==> config.mk <==
export PLATFORM = sky130hd
export DESIGN_NAME = hazard_stall_ctrl
export DESIGN_NICKNAME = d
export VERILOG_FILES = /design/src/rtl/hazard_stall_ctrl.sv
export SDC_FILE = /design/constraint.sdc
export NUM_CORES = 1
export LEC_CHECK = 0
export CAP_MARGIN = 40
export CORE_MARGIN = 3
export CORE_UTILIZATION = 45
export DETAILED_ROUTE_END_ITERATION = 10
export DONT_BUFFER_PORTS = 1
export PLACE_DENSITY = 0.58
export SLEW_MARGIN = 5
export SYNTH_ARGS = -nofsm -noshare
export SYNTH_HDL_FRONTEND = slang
export SYNTH_SLANG_ARGS = --single-unit
==> constraint.sdc <==
create_clock -name clk -period 3.07 [get_ports clk]
set_input_delay 0.614 -clock clk [delete_from_list [all_inputs] [get_ports clk]]
set_output_delay 0.614 -clock clk [all_outputs]
set_load 0.05 [all_outputs]
==> src/rtl/hazard_stall_ctrl.sv <==
// hazard_stall_ctrl: stall/flush controller on the consuming (EXE) side of the REG/EXE register.
//
// Compares the EXE-stage destination with the REG-stage sources to detect load-use hazards,
// and sequences multi-cycle load-use stalls, data-memory wait freezes and branch flushes.
// Priority within a cycle: memory wait > branch flush > load-use.
//
// Parameters:
//   LOAD_LAT  bubble cycles inserted per load-use hazard (1..7)
//   CNT_W     stall counter width, must hold LOAD_LAT
//
// Ports:
//   clk, rst_n          clock (rising edge), asynchronous active-low reset
//   id_ra_i, id_rb_i    REG-stage source registers; id_use_ra_i/id_use_rb_i mark them as read
//   exe_rd_i            EXE-stage destination; exe_is_load_i, exe_valid_i qualify it
//   br_taken_i          EXE resolved a taken branch
//   mem_req_i/ack_i     outstanding data-memory access / completion
//   pc_hold_o, ifid_hold_o, regexe_hold_o   freeze PC, IF/ID, REG/EXE
//   bubble_o            force ctrl = 0 into REG/EXE; ifid_flush_o clears IF/ID
//   busy_o              FSM is not idle
//
// Optional feature (macro HAZARD_STATS_EN): adds saturating 16-bit counters
//   stall_cnt_o (cycles with pc_hold_o) and flush_cnt_o (cycles with ifid_flush_o).

module hazard_stall_ctrl #(
    parameter int unsigned LOAD_LAT = 1,
    parameter int unsigned CNT_W    = 3
) (
    input  logic       clk,
    input  logic       rst_n,
    input  logic [3:0] id_ra_i,
    input  logic [3:0] id_rb_i,
    input  logic       id_use_ra_i,
    input  logic       id_use_rb_i,
    input  logic [3:0] exe_rd_i,
    input  logic       exe_is_load_i,
    input  logic       exe_valid_i,
    input  logic       br_taken_i,
    input  logic       mem_req_i,
    input  logic       mem_ack_i,
    output logic       pc_hold_o,
    output logic       ifid_hold_o,
    output logic       regexe_hold_o,
    output logic       bubble_o,
    output logic       ifid_flush_o,
    output logic       busy_o
`ifdef HAZARD_STATS_EN
    ,
    output logic [15:0] stall_cnt_o,
    output logic [15:0] flush_cnt_o
`endif
);

    localparam logic [1:0] StIdle    = 2'd0;
    localparam logic [1:0] StLdStall = 2'd1;
    localparam logic [1:0] StMemWait = 2'd2;
    localparam logic [1:0] StFlush   = 2'd3;

    localparam logic [CNT_W-1:0] LdInit = CNT_W'(LOAD_LAT - 1);

    logic [1:0]       state_q, state_d;
    logic [CNT_W-1:0] cnt_q, cnt_d;
    // Set when a memory wait interrupts the second flush slot, so it is re-issued afterwards.
    logic             flush_pend_q, flush_pend_d;

    logic hz_ld, mem_wait;
    logic pc_hold, ifid_hold, regexe_hold, bubble, ifid_flush;

    assign hz_ld = exe_valid_i & exe_is_load_i &
                   ((id_use_ra_i & (id_ra_i == exe_rd_i)) |
                    (id_use_rb_i & (id_rb_i == exe_rd_i)));
    assign mem_wait = mem_req_i & ~mem_ack_i;

    always_comb begin
        state_d      = state_q;
        cnt_d        = cnt_q;
        flush_pend_d = flush_pend_q;
        pc_hold      = 1'b0;
        ifid_hold    = 1'b0;
        regexe_hold  = 1'b0;
        bubble       = 1'b0;
        ifid_flush   = 1'b0;
        unique case (state_q)
            StIdle: begin
                if (mem_wait) begin
                    {pc_hold, ifid_hold, regexe_hold} = 3'b111;
                    state_d = StMemWait;
                end else if (br_taken_i) begin
                    // Any concurrent hz_ld belongs to a wrong-path instruction.
                    ifid_flush = 1'b1;
                    bubble     = 1'b1;
                    state_d    = StFlush;
                end else if (hz_ld) begin
                    {pc_hold, ifid_hold, bubble} = 3'b111;
                    if (LOAD_LAT > 1) begin
                        state_d = StLdStall;
                        cnt_d   = LdInit;
                    end
                end
            end
            StLdStall: begin
                if (mem_wait) begin
                    // Freeze with cnt preserved; remaining bubbles resume after the wait.
                    {pc_hold, ifid_hold, regexe_hold} = 3'b111;
                    state_d = StMemWait;
                end else begin
                    {pc_hold, ifid_hold, bubble} = 3'b111;
                    if (cnt_q <= CNT_W'(1)) begin
                        cnt_d   = '0;
                        state_d = StIdle;
                    end else begin
                        cnt_d = cnt_q - CNT_W'(1);
                    end
                end
            end
            StMemWait: begin
                if (mem_ack_i) begin
                    flush_pend_d = 1'b0;
                    if (flush_pend_q) begin
                        state_d = StFlush;
                    end else if (cnt_q != '0) begin
                        state_d = StLdStall;
                    end else begin
                        state_d = StIdle;
                    end
                end else begin
                    {pc_hold, ifid_hold, regexe_hold} = 3'b111;
                end
            end
            StFlush: begin
                if (mem_wait) begin
                    {pc_hold, ifid_hold, regexe_hold} = 3'b111;
                    flush_pend_d = 1'b1;
                    state_d      = StMemWait;
                end else begin
                    ifid_flush = 1'b1;
                    bubble     = 1'b1;
                    state_d    = StIdle;
                end
            end
            default: begin
                state_d = StIdle;
                cnt_d   = '0;
            end
        endcase
    end

    always_ff @(posedge clk or negedge rst_n) begin
        if (!rst_n) begin
            state_q      <= StIdle;
            cnt_q        <= '0;
            flush_pend_q <= 1'b0;
        end else begin
            state_q      <= state_d;
            cnt_q        <= cnt_d;
            flush_pend_q <= flush_pend_d;
        end
    end

    // Outputs are forced low while reset is asserted, even with hazard inputs present.
    assign pc_hold_o     = pc_hold & rst_n;
    assign ifid_hold_o   = ifid_hold & rst_n;
    assign regexe_hold_o = regexe_hold & rst_n;
    assign bubble_o      = bubble & rst_n;
    assign ifid_flush_o  = ifid_flush & rst_n;
    assign busy_o        = (state_q != StIdle) & rst_n;

`ifdef HAZARD_STATS_EN
    logic [15:0] stall_cnt_q, flush_cnt_q;

    always_ff @(posedge clk or negedge rst_n) begin
        if (!rst_n) begin
            stall_cnt_q <= '0;
            flush_cnt_q <= '0;
        end else begin
            if (pc_hold && stall_cnt_q != 16'hFFFF) begin
                stall_cnt_q <= stall_cnt_q + 16'd1;
            end
            if (ifid_flush && flush_cnt_q != 16'hFFFF) begin
                flush_cnt_q <= flush_cnt_q + 16'd1;
            end
        end
    end

    assign stall_cnt_o = stall_cnt_q;
    assign flush_cnt_o = flush_cnt_q;
`endif

endmodule

==> impl_metrics.yaml, run 1 <==
layout:
  drive_gt1_share_pct: 16.7
  area_delta_synth_final_pct: 11.2
  stdcell_count: 92
  final_util_pct: 57.1
  nets: 108
  fillerInstances: 111
  antenna_cells: 0
pwr:
  power_mw: 0.537
  clock_power_share_pct: 13.2
  p_per_area_mw_per_mm2: 783
  switchingPower_mw: 0.273
  vdd_drop_max_mv: 0.416
  internal_power_mw: 0.264
  p_leak_nw: 0.303
  power_frac_seq_pct: 21.9
  switching_share_pct: 50.9
  p_comb_share_pct: 64.9
floorplanning:
  die_y_um: 43.0
  io_pins: 27
  die_area_mm2: 0.00185
  rows: 12
  start_util_pct: 51.4
  coreArea_mm2: 0.00120
  die_x_um: 43.0
status:
  outcome: "finished, final reports clean"
logic_synthesis:
  synth-edff-count: 0
  synth_top_family_by_area: "compound AO/OA/AOI/OAI gates"
  netlist_instances: 73
  synthTopCellsByCount: "ha_1 (7), a21oi_1 (6), dfrtp_1 (6), inv_1 (6), xor2_1 (6)"
  ys.flop_type: "dfrtp_1"
  synth_top_cell_by_area: "dfrtp_1"
  synthArstFlopShare_pct: 100
  synth_compound_area_share_pct: 26.2
  syn_area_um2: 617
  post_synth_and_or_nand_nor_area_fraction_pct: 18.3
  ys_ff_latch: 6
  ys_types: 26
  muxShareOfSynthArea_pct: 0
  synth_nets: 101
  synth.top_cell.area_share_pct: 24.3
  yosysWarnings: 0
  synth_xor_area_share_pct: 11.4
  avgSynthCellArea_um2: 8.45
  ys_seq_area_share_pct: 24.3
  synthAdderAreaFrac_pct: 14.2
  yosysMostFrequentCell: "ha_1"
  synth_top_cells_by_area: "dfrtp_1 (24%), ha_1 (14%), xor2_1 (8.5%)"
timing:
  slew_headroom_pct: 71.3
  rsz0062_at_grt: "no"
  finalCritPeriodShare_pct: 76.8
  setup_viol: 0
  final.min_clock_period_ns: 2.36
  finalHoldViolations: 0
  finClkSkew_ns: 0.00351
  worst_pin_slew_ns: 0.432
  report.final.slew_viol_count: 0
  fin_tns_setup_ns: 0
  clock.fmax_ghz: 0.424
detailed_routing:
  ant_nets: 0
  routedWlPerCell_um: 13.0
  num_vias: 516
  wl_um: 1200
  firstDrtPassIters: 4
  drc: 0
  dr.first_iter.drc_count: 17
  via_per_inst: 5.61
cts:
  cts_sinks: 6
  cts_root_buf: "clkbuf_4"
  postCtsSetupBuffers: 0
  htree_levels: 1
  worstSkewPairLatency_ns: 0.24
  hold_buffers: 0
  cts_tree: "done"
  clkTransAtPathRegs_ns: 0.04
  ctsResizeCount: 0
  clk_path_buf_depth: 2
  cts_made_buffers: 3
placed_design:
  place_congestion: 0.776
  port_buffers: 0
  hpwl_um: 1010
  dp_cells: 89
setup_path:
  worst-setup-path-type: "reg2out"
  crit_required_ns: 2.46
  cp_slowest_cell: "dfrtp_1"
  critPathTopFamily: "compound AO/OA/AOI/OAI gates"
  path_cells: "inv_1 -> ha_1 -> a21oi_1 -> nor2_1 -> o31ai_1 -> a31oi_2 -> buf_4"
  reg2reg_depth: 7
  critPathArrivalTime_ns: 1.74
  regToRegStartpoint: "cnt_q[1]$_DFFE_PN0P_"
  crit_path_max_fanout: 7
  critical_path_buf_inv_count: 2
  reg2reg_slack_ns: 1.51
  setup.worst_path.start_class: "flop"
  r2r-end: "state_q[1]$_DFFE_PN0P_"
  critical-path-max-stage-delay_ns: 0.39
  end_kind: "output pin"
grt:
  grt_pass1_wl_um: 1970
  track_usage_pct: 13.8
  grt_overflow: 0
  grt_start_max_net_pins: 11
  grt_pass1_vias: 464
  antenna_found_initial: 0
flow_run:
  cap_violations: 0
min_path:
  hp-class: "in2async"
## worst max path at each step
stage,start,endpoint,slack [ns],depth (start not counted)
2_1_floorplan,exe_rd_i[1],pc_hold_o,0.07,5
3_3_place_gp,exe_rd_i[2],pc_hold_o,0.75,6
3_5_place_dp,exe_rd_i[2],pc_hold_o,0.73,6
4_1_cts,state_q[0]$_DFFE_PN0P_,pc_hold_o,0.70,7
5_1_grt,state_q[0]$_DFFE_PN0P_,ifid_hold_o,0.61,7
6_report,state_q[0]$_DFFE_PN0P_,ifid_hold_o,0.71,7
## layout make-up
cell class              instances  area, um^2  area share, %
flip-flops and latches          6         150           21.9
clock buffers                   3        22.5           3.28
well taps                      14        17.5           2.55
repair buffers                  4        30.0           4.38
inverters                       6        22.5           3.28
multi-input cells              59         443           64.6
## cells by family (layout without fill, tap and decap cells)
logic type | count (synthesis) | in the layout
fa+ha+maj | 7 | 7
simple gates | 20 | 20
buf+inv | 8 | 13
compound gates | 24 | 24
xor+xnor | 8 | 8
flops | 6 | 6
## flip-flops by register name, summed over array words and instances (netlist names)
signal	cells
cnt_q	3
state_q	2
flush_pend_q	1
## placed cells by master (no fill, tap or decap), drive strengths merged, types with 3 or more instances in the layout
cell type  count
ha             7
inv            6
xor2           6
a21oi          6
dfrtp          6
nand2          5
o21ai          5
buf            4
nor2           3
o31ai          3
nor3           3
nand2b         3
clkbuf         3
## stage by stage
stage	area, um^2	setup WS, ns	hold slack (ns)
global route	686	0.613	0.0548
global placement	663	0.747	0.319
floorplan	617	0.0689	0.318
detailed placement	663	0.726	0.319
finish	686	0.713	0.0665
CTS	686	0.699	0.0610
## layer usage
layer | share of wire (%) | up-vias | wire length [um] | global-route usage, %
li1 | - | 269 | - | -
met1 | 49 | 225 | 589 | 19.4
met3 | 8.9 | 0 | 106 | 6.36
met2 | 42 | 22 | 500 | 18.6
met4 | 0 | 0 | 0 | 4.22
met5 | 0 | - | 0 | 0
## power groups by stage
stage,Combinational [mW],Sequential (mW),Clock (mW)
6_report,0.348,0.118,0.0706
5_1_grt,0.378,0.121,0.0773
4_1_cts,0.350,0.118,0.0732
3_5_place_dp,0.349,0.119,0
3_3_place_gp,0.352,0.118,0
2_1_floorplan,0.286,0.115,0
(Power assumes the default switching activity.)
==> inputs of run 2 (changes only) <==
==> constraint.sdc (replaced) <==
create_clock -name clk -period 2.24 [get_ports clk]
set_input_delay 0.448 -clock clk [delete_from_list [all_inputs] [get_ports clk]]
set_output_delay 0.448 -clock clk [all_outputs]
set_load 0.05 [all_outputs]
==> run 2 against run 1 <==
Against the previous run: design area grew 4.7%; worst hold slack better by 0.24 ns; combinational power increased by 50%; via count is 3.7% higher; critical path depth decreased by 1; die area is the same; core utilization rose by 2.7 points; first-iteration DRC count fell by 5.9%; critical endpoint is now pc_hold_o.
==> impl_metrics.yaml, run 2 (same netlist as run 1, synthesis figures left out) <==
layout:
  top_regs: "cnt_q x3, state_q x2, flush_pend_q x1"
  final_cell_mix: "inv_1 (6), xor2_1 (6), a21oi_1 (6), dfrtp_1 (6)"
  area_delta_synth_final_pct: 16.4
  top_register: "cnt_q"
  largest_reg_flops: 3
  antenna_cells: 0
  stdcell_count: 93
  nets: 109
  drive_gt1_share_pct: 20.3
floorplanning:
  die_x_um: 43.0
  rows: 12
  die_area_mm2: 0.00185
  die_y_um: 43.0
  coreArea_mm2: 0.00120
  io_pins: 27
  start_util_pct: 51.4
cts:
  worstSkewPairLatency_ns: 0.25
  clkTransAtPathRegs_ns: 0.05
  htree_levels: 1
  cts_sinks: 6
  cts_tree: "done"
  clk_path_buf_depth: 2
  cts_root_buf: "clkbuf_4"
  cts_made_buffers: 3
pwr:
  internal_power_mw: 0.395
  p_leak_nw: 0.309
  power_mw: 0.782
  switching_share_pct: 49.5
  vdd_drop_max_mv: 0.539
  clock_power_share_pct: 12.6
  switchingPower_mw: 0.388
  power_frac_seq_pct: 20.5
  p_per_area_mw_per_mm2: 1090
  p_comb_share_pct: 66.9
detailed_routing:
  wl_um: 1220
  via_per_inst: 5.75
  firstDrtPassIters: 4
  routedWlPerCell_um: 13.1
  dr.first_iter.drc_count: 16
  ant_nets: 0
  drc: 0
  num_vias: 535
grt:
  grt_pass1_vias: 489
  met1_usage_pct: 16.8
  met3_usage_pct: 7.20
  grt_pass1_wl_um: 1940
  track_usage_pct: 13.8
  grt-busiest-layer: "met2"
  antenna_found_initial: 0
  grt.met2_usage_pct: 21.3
  grt_overflow: 0
  grt_start_max_net_pins: 10
status:
  outcome: "finished, final reports clean"
timing:
  clock.fmax_ghz: 0.478
  final.min_clock_period_ns: 2.09
  hold_ws_ns: 0.306
  worst_pin_slew_ns: 0.430
  finalHoldViolations: 0
  finClkSkew_ns: 0.00829
  setup_viol: 0
  slew_headroom_pct: 71.4
  report.final.slew_viol_count: 0
  finalCritPeriodShare_pct: 93.4
  rsz0062_at_grt: "no"
min_path:
  hold_path.startpoint: "mem_ack_i"
  hp-class: "in2reg"
setup_path:
  setup.worst_path.start_class: "flop"
  regToRegStartpoint: "cnt_q[1]$_DFFE_PN0P_"
  critPathArrivalTime_ns: 1.64
  startpoint: "state_q[0]$_DFFE_PN0P_"
  worst-setup-path-type: "reg2out"
  crit_required_ns: 1.79
  crit_path_max_fanout: 5
  end_kind: "output pin"
placed_design:
  dp_cells: 89
  place_congestion: 0.702
  port_buffers: 0
  hpwl_um: 1020
flow_run:
  cap_violations: 0
run 2: changes by cell type in the layout (fill, tap and decap cells not counted):
cell,previous run,this run
ha_1,7,5
dlygate4sd3_1,0,1
ha_2,0,2
nor3_2,0,1
buf_12,0,1
buf_4,4,3
nor3_1,3,2
run 2: area by class of cell:
class	count	area [um^2]
repair buffers	5	52.6
flip-flops and latches	6	150
fillers	104	483
clock buffers	3	22.5
multi-input cells	59	453
inverters	6	22.5
well taps	14	17.5
run 2: timing repair:
| item | CTS | global route |
|---|---|---|
| hold buffers | 1 | 0 |
| setup endpoints to repair | 0 | 3 |
| endpoints found under the hold margin | 6 | 0 |
| buffers inserted | 0 | 0 |
| gates resized for setup | 0 | 2 |
run 2: power by group through the flow:
stage	Sequential [mW]	Clock [mW]	Combinational, mW
floorplan	0.157	0	0.414
global placement	0.161	0	0.511
detailed placement	0.162	0	0.512
CTS	0.160	0.104	0.516
global route	0.164	0.107	0.570
finish	0.160	0.0985	0.523
run 2: critical path: stages, from the launching register on:
cell,delay (ns)
dfrtp_1,0.40
ha_1,0.27
a21oi_1,0.16
nor2_1,0.05
o31ai_1,0.25
a31oi_2,0.09
buf_12,0.19
run 2: through the flow:
stage / setup WS, ns / utilization (%) / instance area, um^2 / setup TNS (ns)
6_report: 0.148 / 59.8 / 718 / 0
5_1_grt: 0.0681 / 59.8 / 718 / 0
4_1_cts: 0.0706 / 59.4 / 713 / 0
3_5_place_dp: 0.278 / 56.7 / 681 / 0
3_3_place_gp: 0.304 / 56.7 / 681 / 0
2_1_floorplan: -0.130 / - / 633 / -0.130
run 2: per-layer routing:
layer	routed length [um]	share of wire, %
met3	148	12
met5	0	0
met4	3	0.25
met2	542	45
met1	521	43
run 2: final timing paths:
check	end	slack [ns]	cells after the start
min reg2reg	cnt_q[1]$_DFFE_PN0P_	0.52	2
max reg2reg	state_q[1]$_DFFE_PN0P_	0.71	7
min	flush_pend_q$_DFFE_PN0P_	0.31	1
max	pc_hold_o	0.15	6
min in group asynchronous	flush_pend_q$_DFFE_PN0P_	0.52	1
max in group asynchronous	state_q[1]$_DFFE_PN0P_	1.49	1
